**config.mk**
```make
export PLATFORM = sky130hd
export DESIGN_NAME = tiny_nn_fp_acc
export DESIGN_NICKNAME = d
export VERILOG_FILES = /design/src/rtl/tiny_nn_fp_acc_pkg.sv /design/src/rtl/tiny_nn_fp_norm.sv /design/src/rtl/tiny_nn_fp_acc.sv
export SDC_FILE = /design/constraint.sdc
export NUM_CORES = 1
export LEC_CHECK = 0
export CORE_MARGIN = 2
export CORE_UTILIZATION = 64
export DETAILED_ROUTE_END_ITERATION = 8
export HOLD_SLACK_MARGIN = 0.02
export PLACE_DENSITY_LB_ADDON = 0.15
export RECOVER_POWER = 100
export SYNTH_ARGS = -nofsm -noshare
export SYNTH_HDL_FRONTEND = slang
export SYNTH_HIERARCHICAL = 1
export SYNTH_SLANG_ARGS = --single-unit
```
**constraint.sdc**
```tcl
create_clock -name clk_i -period 7.5 [get_ports clk_i]
set_input_delay 1.875 -clock clk_i [delete_from_list [all_inputs] [get_ports clk_i]]
set_output_delay 1.875 -clock clk_i [all_outputs]
set_load 0.02 [all_outputs]
```
**src/rtl/tiny_nn_fp_acc_pkg.sv**
```systemverilog
// Shared float-format definitions for the tiny-nn datapath: class enum, default
// 8/7 constants and width-generic helpers for bias, StdNaN, Inf and classification.
package tiny_nn_fp_acc_pkg;

    typedef enum logic [1:0] {
        FPClassZero,
        FPClassNorm,
        FPClassInf,
        FPClassNaN
    } fp_class_e;

    typedef struct packed {
        logic       sgn;
        logic [7:0] exp;
        logic [6:0] mant;
    } fp_t;

    localparam fp_t FpZero   = '{sgn: 1'b0, exp: 8'h00, mant: 7'h00};
    localparam fp_t FpOne    = '{sgn: 1'b0, exp: 8'h7f, mant: 7'h00};
    localparam fp_t FpPosInf = '{sgn: 1'b0, exp: 8'hff, mant: 7'h00};
    localparam fp_t FpNegInf = '{sgn: 1'b1, exp: 8'hff, mant: 7'h00};
    localparam fp_t FpStdNaN = '{sgn: 1'b1, exp: 8'hff, mant: 7'h7f};

    function automatic int fp_bias(input int exp_width);
        return (1 << (exp_width - 1)) - 1;
    endfunction

    function automatic logic [63:0] fp_field_mask(input int width);
        return (64'd1 << width) - 64'd1;
    endfunction

    function automatic logic [63:0] fp_std_nan(input int exp_width, input int mant_width);
        return fp_field_mask(1 + exp_width + mant_width);
    endfunction

    function automatic logic [63:0] fp_inf(input logic sgn, input int exp_width,
                                           input int mant_width);
        return ({63'd0, sgn} << (exp_width + mant_width))
             | (fp_field_mask(exp_width) << mant_width);
    endfunction

    // A negative zero word is NaN in this format; only the all-zero word is zero.
    function automatic fp_class_e fp_classify(input logic [63:0] word, input int exp_width,
                                              input int mant_width);
        logic [63:0] mant;
        logic [63:0] expo;
        logic [63:0] sgn;
        mant = word & fp_field_mask(mant_width);
        expo = (word >> mant_width) & fp_field_mask(exp_width);
        sgn  = (word >> (exp_width + mant_width)) & 64'd1;
        if (expo == 64'd0) begin
            return (mant != 64'd0 || sgn != 64'd0) ? FPClassNaN : FPClassZero;
        end
        if (expo == fp_field_mask(exp_width)) begin
            return (mant != 64'd0) ? FPClassNaN : FPClassInf;
        end
        return FPClassNorm;
    endfunction

endpackage

```
**src/rtl/tiny_nn_fp_norm.sv**
```systemverilog
// Combinational leading-one detector and left shifter; returns the shift that
// brings the leading one to the MSB and the stored bits below it.
module tiny_nn_fp_norm #(
    parameter int Width      = 8,
    parameter int ShiftWidth = $clog2(Width)
) (
    input  logic [Width-1:0]      value,
    output logic [ShiftWidth-1:0] shift,
    output logic [Width-2:0]      mant
);

    always_comb begin
        shift = '0;
        for (int i = 0; i < Width; i++) begin
            if (value[i]) begin
                shift = ShiftWidth'(Width - 1 - i);
            end
        end
        mant = (Width - 1)'(value << shift);
    end

endmodule

```
**src/rtl/tiny_nn_fp_acc.sv**
```systemverilog
// Multi-cycle floating-point accumulator: ACCEPT -> ALIGN -> NORM per operand,
// OUT presents one result per group terminated by last.
module tiny_nn_fp_acc
    import tiny_nn_fp_acc_pkg::*;
#(
    parameter int  ExpWidth   = 8,
    parameter int  MantWidth  = 7,
    parameter int  CountWidth = 8,
    localparam int FPWidth    = 1 + ExpWidth + MantWidth
) (
    input  logic                  clk_i,
    input  logic                  rst_ni,
    input  logic                  in_valid_i,
    output logic                  in_ready_o,
    input  logic [FPWidth-1:0]    in_data_i,
    input  logic                  in_last_i,
    output logic                  out_valid_o,
    input  logic                  out_ready_i,
    output logic [FPWidth-1:0]    out_data_o,
    output logic [CountWidth-1:0] out_count_o,
    output logic                  out_ovf_o
);

    localparam int ShiftWidth = $clog2(MantWidth + 1);
    localparam logic [FPWidth-1:0] StdNan = FPWidth'(fp_std_nan(ExpWidth, MantWidth));
    localparam logic [FPWidth-1:0] PosInf = FPWidth'(fp_inf(1'b0, ExpWidth, MantWidth));
    localparam logic [FPWidth-1:0] NegInf = FPWidth'(fp_inf(1'b1, ExpWidth, MantWidth));

    typedef enum logic [1:0] {StAccept, StAlign, StNorm, StOut} state_e;

    state_e                state_reg;
    logic [FPWidth-1:0]    op_reg, acc_reg, special_val_reg;
    logic                  last_reg, special_reg, sgn_reg, sub_reg;
    logic                  ovf_reg, in_ready_reg, out_valid_reg;
    logic [ExpWidth-1:0]   exp_reg;
    logic [MantWidth:0]    big_reg, small_reg;
    logic [CountWidth-1:0] count_reg;

    fp_class_e             acc_class, op_class;
    logic                  op_is_big;
    logic [FPWidth-1:0]    big_word, small_word;
    logic [ExpWidth-1:0]   exp_diff;
    logic [MantWidth:0]    small_aligned;
    logic                  special_next;
    logic [FPWidth-1:0]    special_val_next;

    // ALIGN: order by magnitude, align the smaller one, resolve special operands.
    always_comb begin
        acc_class     = fp_classify(64'(acc_reg), ExpWidth, MantWidth);
        op_class      = fp_classify(64'(op_reg), ExpWidth, MantWidth);
        op_is_big     = op_reg[FPWidth-2:0] > acc_reg[FPWidth-2:0];
        big_word      = op_is_big ? op_reg : acc_reg;
        small_word    = op_is_big ? acc_reg : op_reg;
        exp_diff      = big_word[FPWidth-2 -: ExpWidth] - small_word[FPWidth-2 -: ExpWidth];
        small_aligned = {1'b1, small_word[MantWidth-1:0]} >> exp_diff;
        if (32'(exp_diff) > MantWidth) begin
            small_aligned = '0;
        end

        special_next     = 1'b1;
        special_val_next = StdNan;
        if (acc_class == FPClassNaN || op_class == FPClassNaN) begin
            special_val_next = StdNan;
        end else if (acc_class == FPClassInf && op_class == FPClassInf
                     && acc_reg[FPWidth-1] != op_reg[FPWidth-1]) begin
            special_val_next = StdNan;
        end else if (acc_class == FPClassInf || op_class == FPClassZero) begin
            special_val_next = acc_reg;
        end else if (op_class == FPClassInf || acc_class == FPClassZero) begin
            special_val_next = op_reg;
        end else begin
            special_next = 1'b0;
        end
    end

    logic [MantWidth+1:0]  sum;
    logic [ShiftWidth-1:0] lz_shift;
    logic [MantWidth-1:0]  lz_mant;
    logic [ExpWidth-1:0]   exp_plus;
    logic [FPWidth-1:0]    result_next;
    logic                  ovf_next;

    assign sum = sub_reg ? ({1'b0, big_reg} - {1'b0, small_reg})
                         : ({1'b0, big_reg} + {1'b0, small_reg});

    tiny_nn_fp_norm #(
        .Width      (MantWidth + 1),
        .ShiftWidth (ShiftWidth)
    ) u_norm (
        .value (sum[MantWidth:0]),
        .shift (lz_shift),
        .mant  (lz_mant)
    );

    // NORM: cancellation and underflow both land on +0 since -0 would read as NaN.
    always_comb begin
        exp_plus    = exp_reg + ExpWidth'(1);
        result_next = '0;
        ovf_next    = 1'b0;
        if (special_reg) begin
            result_next = special_val_reg;
        end else if (sum[MantWidth+1]) begin
            if (exp_plus == '1) begin
                result_next = sgn_reg ? NegInf : PosInf;
                ovf_next    = 1'b1;
            end else begin
                result_next = {sgn_reg, exp_plus, sum[MantWidth:1]};
            end
        end else if (sum == '0 || 32'(lz_shift) >= 32'(exp_reg)) begin
            result_next = '0;
        end else begin
            result_next = {sgn_reg, exp_reg - ExpWidth'(lz_shift), lz_mant};
        end
    end

    always_ff @(posedge clk_i) begin
        if (!rst_ni) begin
            state_reg       <= StAccept;
            in_ready_reg    <= 1'b1;
            out_valid_reg   <= 1'b0;
            acc_reg         <= '0;
            count_reg       <= '0;
            ovf_reg         <= 1'b0;
            op_reg          <= '0;
            last_reg        <= 1'b0;
            special_reg     <= 1'b0;
            special_val_reg <= '0;
            sgn_reg         <= 1'b0;
            sub_reg         <= 1'b0;
            exp_reg         <= '0;
            big_reg         <= '0;
            small_reg       <= '0;
        end else begin
            case (state_reg)
                StAccept: begin
                    if (in_valid_i) begin
                        op_reg       <= in_data_i;
                        last_reg     <= in_last_i;
                        in_ready_reg <= 1'b0;
                        state_reg    <= StAlign;
                    end
                end
                StAlign: begin
                    special_reg     <= special_next;
                    special_val_reg <= special_val_next;
                    sgn_reg         <= big_word[FPWidth-1];
                    sub_reg         <= big_word[FPWidth-1] ^ small_word[FPWidth-1];
                    exp_reg         <= big_word[FPWidth-2 -: ExpWidth];
                    big_reg         <= {1'b1, big_word[MantWidth-1:0]};
                    small_reg       <= small_aligned;
                    state_reg       <= StNorm;
                end
                StNorm: begin
                    acc_reg <= result_next;
                    ovf_reg <= ovf_reg | ovf_next;
                    if (count_reg != '1) begin
                        count_reg <= count_reg + CountWidth'(1);
                    end
                    if (last_reg) begin
                        out_valid_reg <= 1'b1;
                        state_reg     <= StOut;
                    end else begin
                        in_ready_reg <= 1'b1;
                        state_reg    <= StAccept;
                    end
                end
                StOut: begin
                    if (out_ready_i) begin
                        acc_reg       <= '0;
                        count_reg     <= '0;
                        ovf_reg       <= 1'b0;
                        out_valid_reg <= 1'b0;
                        in_ready_reg  <= 1'b1;
                        state_reg     <= StAccept;
                    end
                end
                default: state_reg <= StAccept;
            endcase
        end
    end

    assign in_ready_o  = in_ready_reg;
    assign out_valid_o = out_valid_reg;
    assign out_data_o  = acc_reg;
    assign out_count_o = count_reg;
    assign out_ovf_o   = ovf_reg;

endmodule

```
# [Yosys cells after proc, flatten, opt, wreduce, memory -nomap -nowiden]
# Cells that the tools add are included.
[op_classes] reduce_logical=24 n_eq_ne=17 bitwise=2 magnitude_cmp=3 shifts=2 n_addsub=6 n_mux=63
[op_table] cell="2-to-1 mux 16 bit" n=12
[op_table] cell="zero test 64 bit" n=2
[op_table] cell="nonzero test 64 bit" n=2
[op_table] cell="case mux 16 bit (2 select lines)" n=1
[op_table] cell="2-to-1 mux 2 bit" n=13
[op_table] cell="== test 8 bit (second input constant)" n=3
[op_table] cell="2-to-1 mux 3 bit" n=8
[op_table] cell="2-to-1 mux 8 bit" n=3
[op_table] cell="2-to-1 mux 1 bit" n=20
[op_table] cell="adder 8 x 1 -> 8 bit (second input constant)" n=2
[op_table] cell="case mux 8 bit (2 select lines)" n=1
[op_table] cell="greater-than comparator 15 bit" n=1
[op_table] cell="== test 2 bit (second input constant)" n=6
[op_table] cell="!= test 2 bit (second input constant)" n=5
[op_table] cell="adder 8 x 8 -> 9 bit" n=1
[op_table] cell="zero test 9 bit" n=1
[op_table] cell="2-to-1 mux 9 bit" n=1
[op_table] cell="subtractor 8 x 8 -> 9 bit" n=1
[op_table] cell=">= comparator 3 x 8 -> 1 bit" n=1
[op_table] cell="greater-than comparator 8 x 3 -> 1 bit (second input constant)" n=1
[op_table] cell="!= test 8 bit (second input constant)" n=1
[op_table] cell="case mux 2 bit (4 select lines)" n=1
[op_table] cell="<< shifter 8 x 3 -> 7 bit" n=1
[op_table] cell="right shift 8 x 8 -> 8 bit" n=1
[op_table] cell="16 further kinds" n=28
[totals] in_bits=21 reg_bits=89

# [Logic depth before layout (Yosys ltp)]
# Gate-level depths: netlist of run 1.
[logic_depth] ltp_word=16 mapped_depth=25 depth_no_buf=23

# [By module]
# The synthesis of run 1 kept the hierarchy.
[modules_own_cells] mod="tiny_nn_fp_acc" n_inst=1 area_per_inst_um2=5988.2 cells_each=763
[modules_own_cells] mod="tiny_nn_fp_norm" n_inst=1 area_per_inst_um2=332.8 cells_each=52

# [Worst setup path after synthesis of run 1]
# OpenSTA, ideal clock, no wires.
[synth_timing] path_kind="register to register" startpoint="reg small_reg[0]" endpoint="reg acc_reg[13], in the netlist out_data_o[13]" setup_slack_ns=3.017 stages_incl_launch_ff=23 t_arrival_ns=4.351 required_time_ns=7.368 setup_ns=0.132 cell_sequence="dfxtp_1 -> inv_1 -> ha_1 -> mux2i_1 -> ha_1 -> nor2b_1 -> o21ai_0 -> a21boi_0 -> o21ai_0 -> nor2b_1 -> xnor2_1 -> buf_6 -> or3_1 -> o21ai_0 -> ha_1 -> inv_1 -> fa_1 -> a211o_1 -> nor3_1 -> xnor2_1 -> nor3_1 -> a2111oi_0 -> nor3b_1"
[synth_via] elab_cells_between_ends=19
[synth_rtl] element="start: declaration" line_no="tiny_nn_fp_acc.sv:36" text="logic [MantWidth:0] big_reg, small_reg;"
[synth_rtl] element="start signal: assignment" line_no="tiny_nn_fp_acc.sv:150" text="small_reg <= small_aligned;"
[synth_rtl] element="adder 8 x 8 -> 9 bit / subtractor 8 x 8 -> 9 bit (equally long branches)" line_no="tiny_nn_fp_acc.sv:84, tiny_nn_fp_acc.sv:83"
[synth_rtl] element="2-to-1 mux 9 bit (*)" line_no="tiny_nn_fp_acc.sv:83" text="assign sum = sub_reg ? ({1'b0, big_reg} - {1'b0, small_reg})"
[synth_rtl] element="named net sum[5]" line_no="tiny_nn_fp_acc.sv:76" text="logic [MantWidth+1:0] sum;"
[synth_rtl] element="2-to-1 mux 3 bit (*) (3 in series)" line_no="tiny_nn_fp_norm.sv:15" text="if (value[i]) begin"
[synth_rtl] element="named net lz_shift[0]" line_no="tiny_nn_fp_acc.sv:77" text="logic [ShiftWidth-1:0] lz_shift;"
[synth_rtl] element=">= comparator 3 x 8 -> 1 bit" line_no="tiny_nn_fp_acc.sv:109" text="end else if (sum == '0 || 32'(lz_shift) >= 32'(exp_reg)) begin"
[synth_rtl] element="logical OR 1 bit" line_no="tiny_nn_fp_acc.sv:109"
[synth_rtl] element="2-to-1 mux 16 bit (*)" line_no="tiny_nn_fp_acc.sv:109"
[synth_rtl] element="2-to-1 mux 16 bit (*)" line_no="tiny_nn_fp_acc.sv:102" text="end else if (sum[MantWidth+1]) begin"
[synth_rtl] element="2-to-1 mux 16 bit (*)" line_no="tiny_nn_fp_acc.sv:100" text="if (special_reg) begin"
[synth_rtl] element="case mux 16 bit (2 select lines) (*)" line_no="tiny_nn_fp_acc.sv:134" text="case (state_reg)"
[synth_rtl] element="end signal: assignment" line_no="tiny_nn_fp_acc.sv:154" text="acc_reg <= result_next;"
[synth_rtl] element="end: declaration" line_no="tiny_nn_fp_acc.sv:32" text="logic [FPWidth-1:0] op_reg, acc_reg, special_val_reg;"
# Mark *: on every way through the listed nets, which the timed path passes. The rest lies on a longest branch.
# A chain may end at the register's enable or synchronous reset.

# [Final worst setup path of run 1]
[layout_timing] startpoint="reg acc_reg[7], in the netlist out_data_o[7]" endpoint="reg small_reg[0]"
[layout_via] elab_chain_len=5 elab_cells_between_ends=7
[layout_rtl] element="greater-than comparator 15 bit" line_no="tiny_nn_fp_acc.sv:51" text="op_is_big = op_reg[FPWidth-2:0] > acc_reg[FPWidth-2:0];"
[layout_rtl] element="2-to-1 mux 16 bit, on equally long branches" line_no="tiny_nn_fp_acc.sv:52, tiny_nn_fp_acc.sv:53"
[layout_rtl] element="subtractor 8 bit" line_no="tiny_nn_fp_acc.sv:54" text="exp_diff = big_word[FPWidth-2 -: ExpWidth] - small_word[FPWidth-2 -: ExpWidth];"
[layout_rtl] element="greater-than comparator 8 x 3 -> 1 bit / right shift 8 x 8 -> 8 bit (equally long branches)" line_no="tiny_nn_fp_acc.sv:56, tiny_nn_fp_acc.sv:55"
[layout_rtl] element="2-to-1 mux 8 bit (*)" line_no="tiny_nn_fp_acc.sv:56" text="if (32'(exp_diff) > MantWidth) begin"
# Mark *: on every way between the ends. The rest lies on a longest branch, timed or not.

==> results of run 1 <==
## cell usage in the layout (no fill, tap or decap), types with 4 or more instances in the layout
cell             synthesis  layout
clkdlybuf4s50_1          0      19
nor4_1                   7       8
nand2_1                 95      95
buf_4                    2       4
inv_1                   46      46
a21oi_1                 83      83
a31oi_1                  4       4
nor3_1                  14      14
o21a_1                   6       6
a221oi_1                 6       6
nor2b_1                 18      18
dfxtp_1                 89      89
a211oi_1                11      13
o21ai_0                 56      58
a21o_1                   7       7
a21boi_0                18      18
and2_1                   6       5
nand4_1                 11      11
ha_1                    31      31
xor2_1                  12      12
mux2i_1                 29      29
or3_1                    4       4
nor3b_1                 19      19
and3_1                   8       8
dlygate4sd3_1            0      27
o211a_1                  7       7
a221o_1                  5       5
nor2_1                  61      60
o211ai_1                 5       5
nand2b_1                 5       5
o22ai_1                  4       4
nand3_1                 14      14
clkbuf_1                38       4
clkbuf_8                 0      10
xnor2_1                 19      19
a22o_1                   4       4
## cells by family after synthesis
kind of cell / count (synthesis) / synth area share (%)
buffers and inverters: 97 / 6.314
and+or+nand+nor: 275 / 21.64
xor gates and xnor gates: 31 / 4.295
DFF: 89 / 28.19
adders and majority gates: 33 / 6.770
AOI/OAI and AO/OA: 257 / 26.96
muxes: 33 / 5.839
## worst paths after layout
kind	start	endpoint	cells after the start
setup / recovery	out_data_o[7]	small_reg[0]	11
hold / removal	out_ovf_o	out_ovf_o	2
setup reg to reg	out_data_o[7]	small_reg[0]	11
hold reg to reg	out_ovf_o	out_ovf_o	2
## area by class of cell
type / instances / area, µm² / area share [%]
Clock buffer: 10 / 137.6 / 1.989
Clock inverter: 6 / 72.57 / 1.049
Inverter: 46 / 172.7 / 2.495
Multi-Input combinational cell: 629 / 4084 / 59.01
Sequential cell: 89 / 1782 / 25.75
Tap cell: 133 / 166.4 / 2.405
Timing Repair Buffer: 54 / 505.5 / 7.304
## where the power goes
| group | total (mW) | switching [mW] | internal [mW] |
|---|---|---|---|
| logic | 0.999 | 0.617 | 0.382 |
| registers | 0.568 | 0.0566 | 0.511 |
| clock network | 0.361 | 0.195 | 0.166 |
| total | 1.93 | 0.868 | 1.06 |
## through the flow
step / util, % / cell area, µm²
2_1_floorplan: - / 6321
3_3_place_gp: 70.06 / 6785
5_1_grt: 71.46 / 6920
4_1_cts: 72.24 / 6995
3_5_place_dp: 70.06 / 6785
6_report: 71.46 / 6920
## synthesized netlist by cell type (all sizes together), types with 4 or more instances
cell,instances,area (µm²)
a21o,7,52.55
and3,8,50.05
nor3,15,80.08
nand2b,5,31.28
o21a,6,45.04
a211oi,13,122.6
a21boi,19,142.6
dfxtp,89,1782
a221oi,6,52.55
a31oi,4,25.02
mux2i,30,312.8
o22ai,4,25.02
nor2,62,240.2
a22o,4,35.03
buf,13,83.82
nand4,12,81.33
o211a,7,70.07
ha,31,387.9
xnor2,19,166.4
or3,4,25.02
o211ai,6,50.05
xor2,12,105.1
nand2,95,356.6
a21oi,84,424.2
a221o,5,50.05
inv,46,172.7
nand3,14,70.07
nor4,9,68.81
nor3b,19,142.6
clkbuf,38,142.6
and2,6,37.54
nor2b,18,112.6
o21ai,61,309.0
## routing by layer
metal,routed length (µm),global-route usage [%],vias to the layer above
met3,1060,7.258,45
li1,-,-,2952
met5,0,0,-
met2,8386,54.19,247
met4,512,13.06,0
met1,7345,40.07,2987
## worst max-delay path, delay by kind of cell (launching register included)
family          cells  cell delay [ps]
fa+ha+maj           1              650
buf+inv             2             1110
simple gates        3              990
flops               1              550
compound gates      5             2430
==> results.sh, run 1 <==
export IMPL_setup_viol=0
export IMPL_violations="capacitance limit, slew limit"
export IMPL_cp_end_kind="flip-flop"
export IMPL_die_h_um=103.4
export IMPL_arrival_ps=6110
export IMPL_peakVddDrop_v=0.0002257
export IMPL_skew_ps=16.87
export IMPL_core_mm2=0.009684
export IMPL_clk_pin_slew_ps=110
export IMPL_root_buffer="clkbuf_8"
export IMPL_holdBufCountCts=0
export IMPL_drv_slew=50
export IMPL_routedWlPerCell_um=17.89
export IMPL_initial_core_util_pct=65.27
export IMPL_diodes=0
export IMPL_slowest_stage="a211oi_1"
export IMPL_vias=6231
export IMPL_antenna_found_initial=0
export IMPL_tns_ps=0
export IMPL_power_leakage_nw=2.801
export IMPL_num_nets_final=883
export IMPL_synthArstFlopShare_pct=0
export IMPL_max_clock_freq_mhz=173.0
export IMPL_finalWeightedCongestion=0.9554
export IMPL_grt_use_total_pct=32.27
export IMPL_max_slew_margin_pct=-16.33
export IMPL_period_minus_slack_ps=5782
export IMPL_syn_area_mm2=0.006321
export IMPL_grt_pass1_vias=5560
export IMPL_crit_type="reg -> reg"
export IMPL_post_route_drc_count=0
export IMPL_p_total_mw=1.928
export IMPL_pin_count=48
export IMPL_die_area_mm2=0.01069
export IMPL_finalNonFillerCells=967
export IMPL_routed_wl_um=17300
export IMPL_post_cts_buffers=0
export IMPL_die_w_um=103.4
export IMPL_cts_resized=0
export IMPL_drive_gt1_share_pct=4.077
export IMPL_n_fill_cell=786
export IMPL_syn_avg_cell_area_um2=7.756
export IMPL_clock_sinks=89
export IMPL_worstHoldPathType="reg -> reg"
export IMPL_cts_htree_levels=3
export IMPL_reg2reg_slack_ps=1720
export IMPL_drt_iter0_markers=391
export IMPL_postSynthRegisterBits=89
export IMPL_first_pass_iters=5
export IMPL_path_cells="inv_1 > ha_1 > nand4_1 > nor2_1 > o21ai_0 > a21oi_1 > clkbuf_1 > o221ai_1 > or4_2 > a211oi_1 > a32o_1"
export IMPL_timing_final_ws_setup_ps=1718
export IMPL_cap_violations=1
export IMPL_status="finished, violations left"
export IMPL_syn_nets=869
export IMPL_dp_cells=951
export IMPL_port_buffers=47
export IMPL_grt_setup_unrepaired="no"
export IMPL_cts_tree="yes"
export IMPL_max_stage_delay_ps=1000
export IMPL_start_kind="flip-flop"
export IMPL_antenna_left=0
export IMPL_syn2layout_area_growth_pct=9.481
export IMPL_crit_fanout=27
export IMPL_powerDensity_mw_per_mm2=278.7
export IMPL_worst_hold_slack_ps=484.5
export IMPL_ys_types=77
export IMPL_dp_hpwl_um=12540
export IMPL_ys_flop_type="dfxtp_1"
export IMPL_cts_made_buffers=9
export IMPL_post_route_period_util_pct=77.09
export IMPL_yosysSeqAreaShare_pct=28.19
export IMPL_clockBufferDepth=2
export IMPL_yosysWarnings=6
export IMPL_post_drt_via_cell_ratio=6.444
export IMPL_grt_start_max_net_pins=50
export IMPL_worst_skew_pair_late_latency_ps=400
export IMPL_pre_cts_ws_ps=2450
export IMPL_synthCells=815
export IMPL_grt_pass1_wl_um=26940
export IMPL_synth_edf_count=0
export IMPL_hold_violations=0
export IMPL_tightest_slew_ps=1745
export IMPL_row_count=36
export IMPL_critical_path_required_ps=7830
export IMPL_grt_ovfl_total=0
No activity file was read; power rests on OpenSTA's default activity.
==> run 2, diff against run 1 <==
- CORE_UTILIZATION: 64 -> 54
- clock period: 7.5 -> 5.1 ns (I/O delays scaled with it)
==> run 2 against run 1 <==
  * The flow still finishes with violations (capacitance limit, slew limit)
  * Sequential share of layout area is 0.74 points lower
  * Critical path type unchanged
  * Global-route usage is 4.3 points lower
  * Fmax rose by 20%
  * Cell count grew 1.4%
  * Power is 56% higher
  * Register-to-register slack got worse by 1400 ps
  * Combinational power is 57% higher
  * Critical path depth is 10 higher
  * Critical endpoint is now out_data_o[12]
  * Sequential cell count unchanged
  * Utilization down 9.0 points
==> results.sh, run 2 (synthesis results as in run 1) <==
export IMPL_worstHoldPathType="reg -> reg"
export IMPL_cp_startpoint="small_reg[2]"
export IMPL_drv_slew=52
export IMPL_arrival_ps=5030
export IMPL_cts_made_buffers=9
export IMPL_cts_htree_levels=3
export IMPL_max_stage_delay_ps=430
export IMPL_multiInputGateArea_mm2=0.004189
export IMPL_cp_end_kind="flip-flop"
export IMPL_violations="capacitance limit, slew limit"
export IMPL_drt_iter0_markers=534
export IMPL_routedWlPerCell_um=18.02
export IMPL_die_h_um=112.2
export IMPL_max_slew_margin_pct=-29.89
export IMPL_layout_common_cells="nand2_1 (95), dfxtp_1 (87), a21oi_1 (83)"
export IMPL_final_common_cell="nand2_1"
export IMPL_syn2layout_area_growth_pct=12.89
export IMPL_grt_setup_unrepaired="no"
export IMPL_reg2reg_slack_ps=280
export IMPL_pre_cts_ws_ps=19.12
export IMPL_peakVddDrop_v=0.0002338
export IMPL_vias=6144
export IMPL_clk_pin_slew_ps=70
export IMPL_grt_use_total_pct=28.01
export IMPL_tns_ps=0
export IMPL_antenna_found_initial=0
export IMPL_crit_type="reg -> reg"
export IMPL_crit_fanout=8
export IMPL_worst_skew_pair_late_latency_ps=340
export IMPL_final_area_mm2=0.007136
export IMPL_routed_wl_um=17680
export IMPL_row_count=39
export IMPL_finalWeightedCongestion=0.8721
export IMPL_root_buffer="clkbuf_16"
export IMPL_initial_core_util_pct=55.36
export IMPL_post_drt_via_cell_ratio=6.263
export IMPL_dp_hpwl_um=13160
export IMPL_post_route_period_util_pct=94.58
export IMPL_period_minus_slack_ps=4823
export IMPL_setup_viol=0
export IMPL_rr_worst_depth=21
export IMPL_antenna_left=0
export IMPL_dpl_cell_area_mm2=0.006828
export IMPL_worst_hold_slack_ps=471.5
export IMPL_cap_violations=1
export IMPL_start_kind="flip-flop"
export IMPL_skew_ps=5.569
export IMPL_path_cells="or3_1 > nor3b_1 > nor2_1 > xnor2_1 > ha_1 > or3_1 > o21ai_0 > a21oi_1 > xor2_1 > or3_1 > o21ai_2 > ha_1 > inv_1 > fa_1 > a211o_1 > nand2_1 > nand2_1 > o41ai_4 > o21ai_0 > a222oi_1 > o31ai_1"
export IMPL_clockBufferDepth=2
export IMPL_p_total_mw=3.012
export IMPL_slowest_stage="or3_1"
export IMPL_post_route_drc_count=0
export IMPL_timing_final_ws_setup_ps=276.5
export IMPL_drive_gt1_share_pct=6.444
export IMPL_port_buffers=47
export IMPL_core_mm2=0.01142
export IMPL_critical_path_required_ps=5310
export IMPL_status="finished, violations left"
export IMPL_grt_ovfl_total=0
export IMPL_first_pass_iters=5
export IMPL_die_w_um=112.2
export IMPL_tightest_slew_ps=1948
export IMPL_crit_top_cell="or3_1"
export IMPL_crit_end="out_data_o[12]"
export IMPL_timing_rr_end="out_data_o[12]"
export IMPL_n_fill_cell=1048
export IMPL_pin_count=48
export IMPL_r2r_start="small_reg[2]"
export IMPL_powerDensity_mw_per_mm2=422.1
export IMPL_diodes=0
export IMPL_num_nets_final=887
export IMPL_grt_start_max_net_pins=52
export IMPL_register_area_mm2=0.001784
export IMPL_cts_tree="yes"
export IMPL_max_clock_freq_mhz=207.3
export IMPL_hold_violations=0
export IMPL_power_leakage_nw=2.893
export IMPL_grt_pass1_vias=5859
export IMPL_post_cts_buffers=0
export IMPL_grt_pass1_wl_um=28930
export IMPL_clock_sinks=89
export IMPL_die_area_mm2=0.01259
run 2: through the flow:
| step | std cells | utilization, % |
|---|---|---|
| 6_report | 981 | 62.49 |
| 4_1_cts | 981 | 62.20 |
| 3_5_place_dp | 965 | 59.80 |
| 5_1_grt | 981 | 62.49 |
| 2_1_floorplan | 815 | - |
| 3_3_place_gp | 965 | 59.80 |
run 2: area by class of cell:
cell class	count	area share (%)
clock buffers	9	3.156
clock inverters	7	0.6488
inverters	46	2.420
multi-input cells	629	58.71
flip-flops and latches	89	25.00
well taps	143	2.507
repair buffers	58	7.557
run 2: how the worst min path moves through the flow:
stage | start | slack, ps | end | depth (start not counted)
after floorplan | special_val_reg[7] | 430 | out_data_o[7] | 2
after global placement | big_reg[7] | 450 | big_reg[7] | 1
after detailed placement | special_val_reg[7] | 460 | out_data_o[7] | 2
after CTS | special_val_reg[7] | 470 | out_data_o[7] | 2
after global routing | special_val_reg[7] | 500 | out_data_o[7] | 2
final | special_val_reg[7] | 470 | out_data_o[7] | 2
run 2: report_power, final:
part	switching, mW	internal (mW)
registers	0.0779	0.753
logic	0.954	0.615
clock network	0.283	0.329
run 2: worst max-delay path, delay by kind of cell, from the launching register on:
| kind | cells | cell delay (ps) |
|---|---|---|
| simple gates | 7 | 1710 |
| compound gates | 8 | 1410 |
| fa+ha+maj | 3 | 800 |
| flops | 1 | 370 |
| xor+xnor | 2 | 340 |
| buf+inv | 1 | 60 |
run 2: metal layers:
metal	part of all wire, %	vias to the layer above	global-route usage [%]
met4	1.9	0	8.293
met3	4.3	27	4.644
met5	0	-	0
met1	45	2976	36.96
met2	49	171	47.35
li1	-	2970	-
run 2: repair_timing:
item / CTS / global route
setup endpoints to repair: 2 / 16
resized for setup: 1 / 17
hold buffers: 0 / 0
endpoints found under the hold margin: 0 / 0
pin swaps: 0 / 1
